<file path="config.mk">
export PLATFORM = sky130hd
export DESIGN_NAME = iterative_divider
export DESIGN_NICKNAME = d
export VERILOG_FILES = /design/src/rtl/iterative_divider.sv
export SDC_FILE = /design/constraint.sdc
export NUM_CORES = 1
export LEC_CHECK = 0
export ABC_AREA = 1
export CORE_MARGIN = 1
export CORE_UTILIZATION = 58
export DETAILED_ROUTE_END_ITERATION = 10
export GPL_TIMING_DRIVEN = 0
export PLACE_DENSITY = 0.81
export SETUP_SLACK_MARGIN = 0.4
export SYNTH_ARGS = -nofsm -noshare
export SYNTH_HDL_FRONTEND = slang
export SYNTH_SLANG_ARGS = --single-unit
</file>
<file path="constraint.sdc">
create_clock -name Clk -period 2.7 [get_ports Clk]
set_clock_uncertainty 0.05 [all_clocks]
set_input_delay 0.27 -clock Clk [delete_from_list [all_inputs] [get_ports Clk]]
set_output_delay 0.27 -clock Clk [all_outputs]
set_load 0.02 [all_outputs]
</file>
<file path="src/rtl/iterative_divider.sv">
// Multicycle restoring divider for MIPS DIV/DIVU: one quotient bit per clock,
// Start/Busy/Done handshake, registered Quotient (to LO) and Remainder (to HI).
module iterative_divider #(
   parameter int WIDTH = 32,
   parameter int CNT_W = 6
) (
   input  logic             Clk,
   input  logic             Reset,
   input  logic             Start,
   input  logic             SignedOp,
   input  logic [WIDTH-1:0] Dividend,
   input  logic [WIDTH-1:0] Divisor,
   output logic             Busy,
   output logic             Done,
   output logic [WIDTH-1:0] Quotient,
   output logic [WIDTH-1:0] Remainder,
   output logic             DivByZero
);

   // Handshake: Start is taken on a rising edge only while Busy=0 (state IDLE);
   // Done is a one-cycle pulse issued from IDLE, so Start in the Done cycle is accepted.
   typedef enum logic [1:0] {
      S_IDLE   = 2'd0,
      S_RUN    = 2'd1,
      S_FINISH = 2'd2
   } state_e;

   localparam logic [WIDTH-1:0] ONE      = WIDTH'(1);
   localparam logic [CNT_W-1:0] CNT_ONE  = CNT_W'(1);
   localparam logic [CNT_W-1:0] CNT_LAST = CNT_W'(WIDTH - 1);

   state_e           state_q, state_d;
   logic [WIDTH-1:0] rem_q, rem_d;
   logic [WIDTH-1:0] dvd_q, dvd_d;
   logic [WIDTH-1:0] dsr_q, dsr_d;
   logic [CNT_W-1:0] cnt_q, cnt_d;
   logic             q_neg_q, q_neg_d;
   logic             r_neg_q, r_neg_d;
   logic             zero_q, zero_d;
   logic [WIDTH-1:0] quo_out_q, quo_out_d;
   logic [WIDTH-1:0] rem_out_q, rem_out_d;
   logic             dbz_q, dbz_d;
   logic             done_q, done_d;

   logic [WIDTH:0]   shifted;
   logic [WIDTH:0]   trial;
   logic             last_step;

   function automatic logic [WIDTH-1:0] magnitude(input logic [WIDTH-1:0] v, input logic is_signed);
      logic [WIDTH-1:0] r;
      r = v;
      if (is_signed && v[WIDTH-1]) begin
         r = (~v) + ONE;
      end
      return r;
   endfunction

   function automatic logic [WIDTH-1:0] negate_if(input logic [WIDTH-1:0] v, input logic neg);
      logic [WIDTH-1:0] r;
      r = v;
      if (neg) begin
         r = (~v) + ONE;
      end
      return r;
   endfunction

   // State register and datapath flops
   always_ff @(posedge Clk) begin
      if (Reset) begin
         state_q   <= S_IDLE;
         rem_q     <= '0;
         dvd_q     <= '0;
         dsr_q     <= '0;
         cnt_q     <= '0;
         q_neg_q   <= 1'b0;
         r_neg_q   <= 1'b0;
         zero_q    <= 1'b0;
         quo_out_q <= '0;
         rem_out_q <= '0;
         dbz_q     <= 1'b0;
         done_q    <= 1'b0;
      end else begin
         state_q   <= state_d;
         rem_q     <= rem_d;
         dvd_q     <= dvd_d;
         dsr_q     <= dsr_d;
         cnt_q     <= cnt_d;
         q_neg_q   <= q_neg_d;
         r_neg_q   <= r_neg_d;
         zero_q    <= zero_d;
         quo_out_q <= quo_out_d;
         rem_out_q <= rem_out_d;
         dbz_q     <= dbz_d;
         done_q    <= done_d;
      end
   end

   assign last_step = (cnt_q == CNT_LAST);

   // Next-state logic
   always_comb begin
      state_d = state_q;
      case (state_q)
         S_IDLE:   if (Start) state_d = S_RUN;
         S_RUN:    if (last_step) state_d = S_FINISH;
         S_FINISH: state_d = S_IDLE;
         default:  state_d = S_IDLE;
      endcase
   end

   // One restoring step: the extra top bit of the subtractor is the borrow.
   assign shifted = {rem_q, dvd_q[WIDTH-1]};
   assign trial   = shifted - {1'b0, dsr_q};

   always_comb begin
      rem_d     = rem_q;
      dvd_d     = dvd_q;
      dsr_d     = dsr_q;
      cnt_d     = cnt_q;
      q_neg_d   = q_neg_q;
      r_neg_d   = r_neg_q;
      zero_d    = zero_q;
      quo_out_d = quo_out_q;
      rem_out_d = rem_out_q;
      dbz_d     = dbz_q;
      done_d    = 1'b0;
      case (state_q)
         S_IDLE: begin
            if (Start) begin
               dvd_d   = magnitude(Dividend, SignedOp);
               dsr_d   = magnitude(Divisor, SignedOp);
               q_neg_d = SignedOp & (Dividend[WIDTH-1] ^ Divisor[WIDTH-1]);
               r_neg_d = SignedOp & Dividend[WIDTH-1];
               zero_d  = (Divisor == '0);
               rem_d   = '0;
               cnt_d   = '0;
            end
         end
         S_RUN: begin
            if (!trial[WIDTH]) begin
               rem_d = trial[WIDTH-1:0];
               dvd_d = {dvd_q[WIDTH-2:0], 1'b1};
            end else begin
               rem_d = shifted[WIDTH-1:0];
               dvd_d = {dvd_q[WIDTH-2:0], 1'b0};
            end
            cnt_d = cnt_q + CNT_ONE;
         end
         S_FINISH: begin
            // With a zero divisor every trial succeeds, so rem_q holds |Dividend|;
            // re-applying the dividend sign reproduces Dividend bit-for-bit.
            quo_out_d = zero_q ? '1 : negate_if(dvd_q, q_neg_q);
            rem_out_d = negate_if(rem_q, r_neg_q);
            dbz_d     = zero_q;
            done_d    = 1'b1;
         end
         default: ;
      endcase
   end

   // Output logic
   always_comb begin
      Busy      = (state_q != S_IDLE);
      Done      = done_q;
      Quotient  = quo_out_q;
      Remainder = rem_out_q;
      DivByZero = dbz_q;
   end

endmodule

</file>
# Yosys cells after proc, flatten, opt, wreduce, memory -nomap -nowiden
# Cells that the tools add are included.
dict set report classes {
  n_mux 17
  eq_ne 5
  reduce_logical 9
  addsub 6
  bitwise 7
}
# op count
set ops {}
lappend ops {{$mux 32} 8}
lappend ops {{$add 32x1->32 const B} 4}
lappend ops {{$not 32->32} 4}
lappend ops {{$pmux 32 s2} 2}
lappend ops {{$sub 33x32->33} 1}
lappend ops {{$logic_not 32->1} 1}
lappend ops {{$pmux 6 s2} 1}
lappend ops {{$add 6x1->6 const B} 1}
lappend ops {{$eq 6x5->1 const B} 1}
lappend ops {{$mux 6} 1}
lappend ops {{$reduce_and 2->1} 3}
lappend ops {{$mux 2} 2}
lappend ops {{$ne 2x2->1 const B} 2}
lappend ops {{$pmux 2 s2} 1}
lappend ops {{$reduce_bool 2->1} 2}
lappend ops {{$and 1x1->1} 2}
lappend ops {{$eq 2x1->1 const B} 1}
lappend ops {{$eq 2x2->1 const B} 1}
lappend ops {{$logic_and 1x1->1} 2}
lappend ops {{$logic_not 2->1} 1}
lappend ops {{$mux 1} 2}
lappend ops {{$xor 1x1->1} 1}
dict set report totals {
  elab_cells 56
  reg_bits 173
  input_bits 68
  output_inout_bits 67
}

# Depth between registers and ports, before layout
# Gate-level depths: netlist (run 1).
dict set report logic_depth {
  depth_word 5
  depth_mapped 18
  depth_no_buf 17
}

# Worst setup path after synthesis (run 1)
# Ideal clock, no wire load.
dict set report synth_timing {
  kind {flip-flop to flip-flop}
  startpoint {reg dvd_q[31]}
  endpoint {reg rem_q[20]}
  slack_ps 393
  stages_incl_launch_ff 19
  synth_period_minus_slack_ps 2307
  setup_ps 138
  n_path_buf 1
  arrival_ps 2119
  required_ps 2512
  path_cell_list {dfxtp_1 -> inv_1 -> ha_1 -> fa_1 -> inv_1 -> nand2_1 -> nand2_2 -> nand3_4 -> nand2_4 -> nand2_4 -> nand2_4 -> nand2_4 -> nand2_4 -> nand2_8 -> nand2_8 -> buf_12 -> nand2_2 -> nand3_2 -> a21oi_2}
}
dict set report synth_between {
  elab_chain_len 3
}
# element line
set synth_rtl {}
lappend synth_rtl {{start: declaration} 34} ;# logic [WIDTH-1:0] dvd_q, dvd_d;
lappend synth_rtl {{start signal: assignment} 85} ;# dvd_q <= dvd_d;
lappend synth_rtl {{$sub 33x32->33} 113} ;# assign trial = shifted - {1'b0, dsr_q};
lappend synth_rtl {{$mux 32} 140} ;# if (!trial[WIDTH]) begin
lappend synth_rtl {{$pmux 32 s2} 127} ;# case (state_q)
lappend synth_rtl {{end signal: assignment} 84} ;# rem_q <= rem_d;
lappend synth_rtl {{end: declaration} 33} ;# logic [WIDTH-1:0] rem_q, rem_d;
# Every way passes these cells.
# A chain may end at the register's enable or synchronous reset.

# Worst setup path in the final report (run 1)
dict set report layout_timing {
  startpoint {reg dvd_q[31]}
  endpoint {reg rem_q[10]}
}
# The elaborated chain is that of the path after synthesis.

==> summary.txt, run 1 <==
Run status
  • Status: complete, no violations

Global routing
  • Largest net degree at the start of global routing: 20
  • Total congestion overflow: 0
  • GRT Util Overall: about two fifths
  • Initial antenna violation count: 0
  • First-pass GRT wire length: between 60 and 70 mm
  • Vias in the first global route: 13.0k

Synth
  • Seq/Total Area, Yosys: roughly 27%
  • Mapped Cells: 2083
  • Post-Syn Area: 0.0129 sq mm
  • Post-Synth XOR/XNOR Area: under 10%
  • Mapped Nets: 2189
  • Synthesized flop and latch total: roughly 170
  • Warnings from Yosys: 0
  • Largest family of logic cells by synthesized area: simple AND/OR/NAND/NOR gates
  • Adder-Cell Fraction of Synth Area: ~3.7%
  • Avg Inst Size Synth: 6.21 sq um
  • Post-synthesis mux area share: 0%
  • Compound-Gate Fraction of Synth Area: between 10% and 20%
  • Synth cell types: 54
  • Simple-Gate Fraction of Synth Area: 36.3%

Place
  • Placer Congestion: between 1 and 1.5
  • Detailed-placement wirelength estimate: approximately 35 mm
  • Buffers added on ports: approximately 130
  • Placed cells: 2496

Floorplan
  • Die X: between 150 and 200 um
  • # IOs: roughly 140
  • Rows: between 50 and 60
  • Die area: between 0.02 and 0.025 sq mm
  • Initial Util: between 50% and 60%
  • Core footprint: 0.0218 sq mm
  • Die height: between 150 and 200 um

Setup path
  • Slowest CP cell: fa_2
  • Worst reg2reg path startpoint: dvd_q[31]$_SDFFE_PP0P_
  • Crit Path Class: reg2reg
  • Setup slack, reg-to-reg: roughly 0.31 ns
  • R2R depth: 18
  • CP endpoint kind: flip-flop
  • Startpoint types: flip-flop
  • Reg2reg end: rem_q[10]$_SDFFE_PP0P_
  • Worst EP required: 2.96 ns
  • Max Fanout on Critical Path: 8
  • Crit-path cells: inv_2, ha_4, fa_2, inv_2, nand2_2, nand2_4, nand3_4, nand2_4, nand2_4, nand2_4, nand2_8, nand2_8, nand2_8, nand2_8, clkbuf_16, nand2_2, nand3_2, a21oi_2
  • Worst Path Arrival: between 2 and 3 ns
  • CP peak stage delay: roughly 0.36 ns

Finish
  • Fin cells: 2548
  • Area Growth Syn to Fin: 24.2%
  • Number of fill cells: roughly 1.8k
  • Multi-input gate area: approximately 0.0084 sq mm
  • Layout net count: 2361
  • Seq. cell area: between 0.003 and 0.004 sq mm
  • Layout cells sized above 1: 12.9%
  • Inserted Diodes: 0

Timing
  • Final Hold Viols: 0
  • Slew @ Worst Pin: between 0.8 and 0.9 ns
  • Setup TNS: 0 ns
  • Max-slew headroom: between 40% and 50%
  • Tmin final: between 2 and 2.5 ns
  • RSZ-0062 raised after global routing: true
  • Fmax: roughly 0.42 GHz
  • Period utilization: between 80% and 90%
  • Max Slew Vio Count: 0
  • Final Setup Violations: 0

Power and ir drop
  • Power Dens Cells: about 1400 mW/mm^2
  • Pleak: approximately 0.0075 uW
  • Worst vdd ir: roughly 1.1 mV

Clock network
  • CTS Buf Count: 17
  • Clock sink count: 173
  • Htree depth: 4
  • Clk buf depth: 2
  • CTS clk-pin slew, worst paths: about 0.08 ns
  • CTS tree: built
  • Worst-Skew Late Latency: ~0.45 ns
  • Clock root buffer: clkbuf_16

Route
  • Via count: about 15k
  • DRC viols: 0
  • Drt first-iter violations: between 1.5k and 2k
  • Drt wl/cell: approximately 18 um
  • Via-to-Cell Ratio: slightly below 6
  • Total Wirelength: 46.0 mm
  • Drt pass-1 iters: 9
  • Post-route ant nets: 0

Min path
  • Worst min path class: in2reg
  • Hold Crit Depth: 3
  • Hold_sp: Reset
  • Hold EP: rem_q[29]$_SDFFE_PP0P_

Run
  • Max cap viols: 0
## synth_stat cells, drive strengths merged
cell	n	area share [%]
or2	7	0.34
a31oi	27	1.3
nand3	179	8.0
o21bai	5	0.29
inv	329	9.5
o31ai	4	0.23
a21o	2	0.12
fa	1	0.15
clkinv	3	0.087
dfxtp	173	27
a21oi	147	6.4
and2	2	0.097
nor2	221	6.8
nand3b	11	0.64
o21ai	126	4.9
ha	37	3.6
nor4	5	0.24
and3	2	0.097
o221ai	20	1.4
a211oi	1	0.058
clkbuf	53	1.7
nor3	32	1.4
buf	20	1.1
dlygate4sd1	1	0.068
nand4	18	0.87
nor3b	2	0.15
a221oi	5	0.34
o21a	1	0.058
o211ai	14	0.81
a22oi	14	0.81
nand2	562	18
xnor2	16	1.1
xor2	43	2.9
## stage by stage
step	hold WS [ns]	utilization [%]	instance area, sq um	power [uW]	setup slack, ns
floorplan	0.362	-	12900	13400	0.443
global placement	0.398	67.0	14600	16400	0.118
detailed placement	0.408	67.0	14600	16600	0.0987
CTS	0.163	71.2	15500	20100	0.378
global route	0.182	73.6	16100	24000	0.211
finish	0.170	73.6	16100	22700	0.309
## registers in the layout, indices dropped and copies added, names as in the netlist
| register | flops |
|---|---|
| dvd_q | 32 |
| r_neg_q | 1 |
| Done | 1 |
| dsr_q | 32 |
| DivByZero | 1 |
| Remainder | 32 |
| q_neg_q | 1 |
| zero_q | 1 |
| cnt_q | 6 |
| state_q | 2 |
| Quotient | 32 |
| rem_q | 32 |
## how the worst max path moves through the flow
stage | from | endpoint | slack, ns | cells past startpoint
after global placement | dvd_q[31]$_SDFFE_PP0P_ | rem_q[31]$_SDFFE_PP0P_ | 0.12 | 17
after detailed placement | dvd_q[31]$_SDFFE_PP0P_ | rem_q[31]$_SDFFE_PP0P_ | 0.1 | 17
final | dvd_q[31]$_SDFFE_PP0P_ | rem_q[10]$_SDFFE_PP0P_ | 0.31 | 18
after CTS | dvd_q[31]$_SDFFE_PP0P_ | rem_q[13]$_SDFFE_PP0P_ | 0.38 | 18
after floorplan | dvd_q[31]$_SDFFE_PP0P_ | rem_q[20]$_SDFFE_PP0P_ | 0.44 | 18
after global routing | rem_q[10]$_SDFFE_PP0P_ | rem_q[10]$_SDFFE_PP0P_ | 0.21 | 14
## critical path: cells and delay by family (launching register included)
family / cells / cell delay (ns)
adders and majority gates: 2 / 0.52
buffers and inverters: 3 / 0.33
AOI/OAI and AO/OA: 1 / 0.05
and+or+nand+nor: 12 / 0.96
DFF: 1 / 0.34
## kinds of logic (layout without fill, tap and decap cells)
logic type,after synthesis,in the layout
AOI/OAI and AO/OA,366,366
xor gates and xnor gates,59,59
adders and majority gates,38,38
buffers and inverters,406,591
DFF,173,173
and+or+nand+nor,1041,1041
## area by class of cell
| class | instances | share of cell area [%] |
|---|---|---|
| inverter | 332 | 7.75 |
| clock inverter | 14 | 1.00 |
| multi-input combinational | 1504 | 52.6 |
| sequential | 173 | 21.7 |
| timing repair buffer | 153 | 9.62 |
| tap | 280 | 2.18 |
| buffer | 74 | 2.43 |
| clock buffer | 18 | 2.73 |
## timing repair
action                     CTS  global route
pin swaps                    9            18
hold buffers                 0             0
hold endpoints to repair     0             0
cloned                       1             1
setup buffers                7            11
gates resized for setup     67            86
setup endpoints to repair   44            64
## layout by cell type, fill, tap and decap left out, types with 22 or more instances in the layout
master             n
nand2_1          503
inv_1            307
nor2_1           204
dfxtp_1          150
nand3_1          144
clkdlybuf4s50_1  133
o21ai_0          117
a21oi_1          116
clkbuf_1          50
xor2_1            43
nand3_2           30
nand2_4           29
a21oi_2           29
nor3_1            28
a31oi_1           27
nand2_2           25
dfxtp_2           23
inv_2             22
## where the power goes
| group | leakage [uW] | internal, uW | switching (uW) | total, uW |
|---|---|---|---|---|
| clock | 0.000291 | 1280 | 1270 | 2550 |
| sequential | 0.00142 | 2920 | 662 | 3580 |
| combinational | 0.00582 | 5920 | 10700 | 16600 |
## layer usage
metal	wire, um	vias to the layer above	track usage, %
li1	-	7062	-
met1	19100	6739	54.2
met2	20000	892	60.4
met3	5140	161	7.14
met4	1820	0	14.9
met5	0	-	0
Power figures use the tool's default switching activity.
==> inputs of run 2 (changes only) <==
CTS_CLUSTER_DIAMETER = 40   (was unset)
==> results of run 2 <==
Final layout, timing and power as in run 1 (identical DEF).
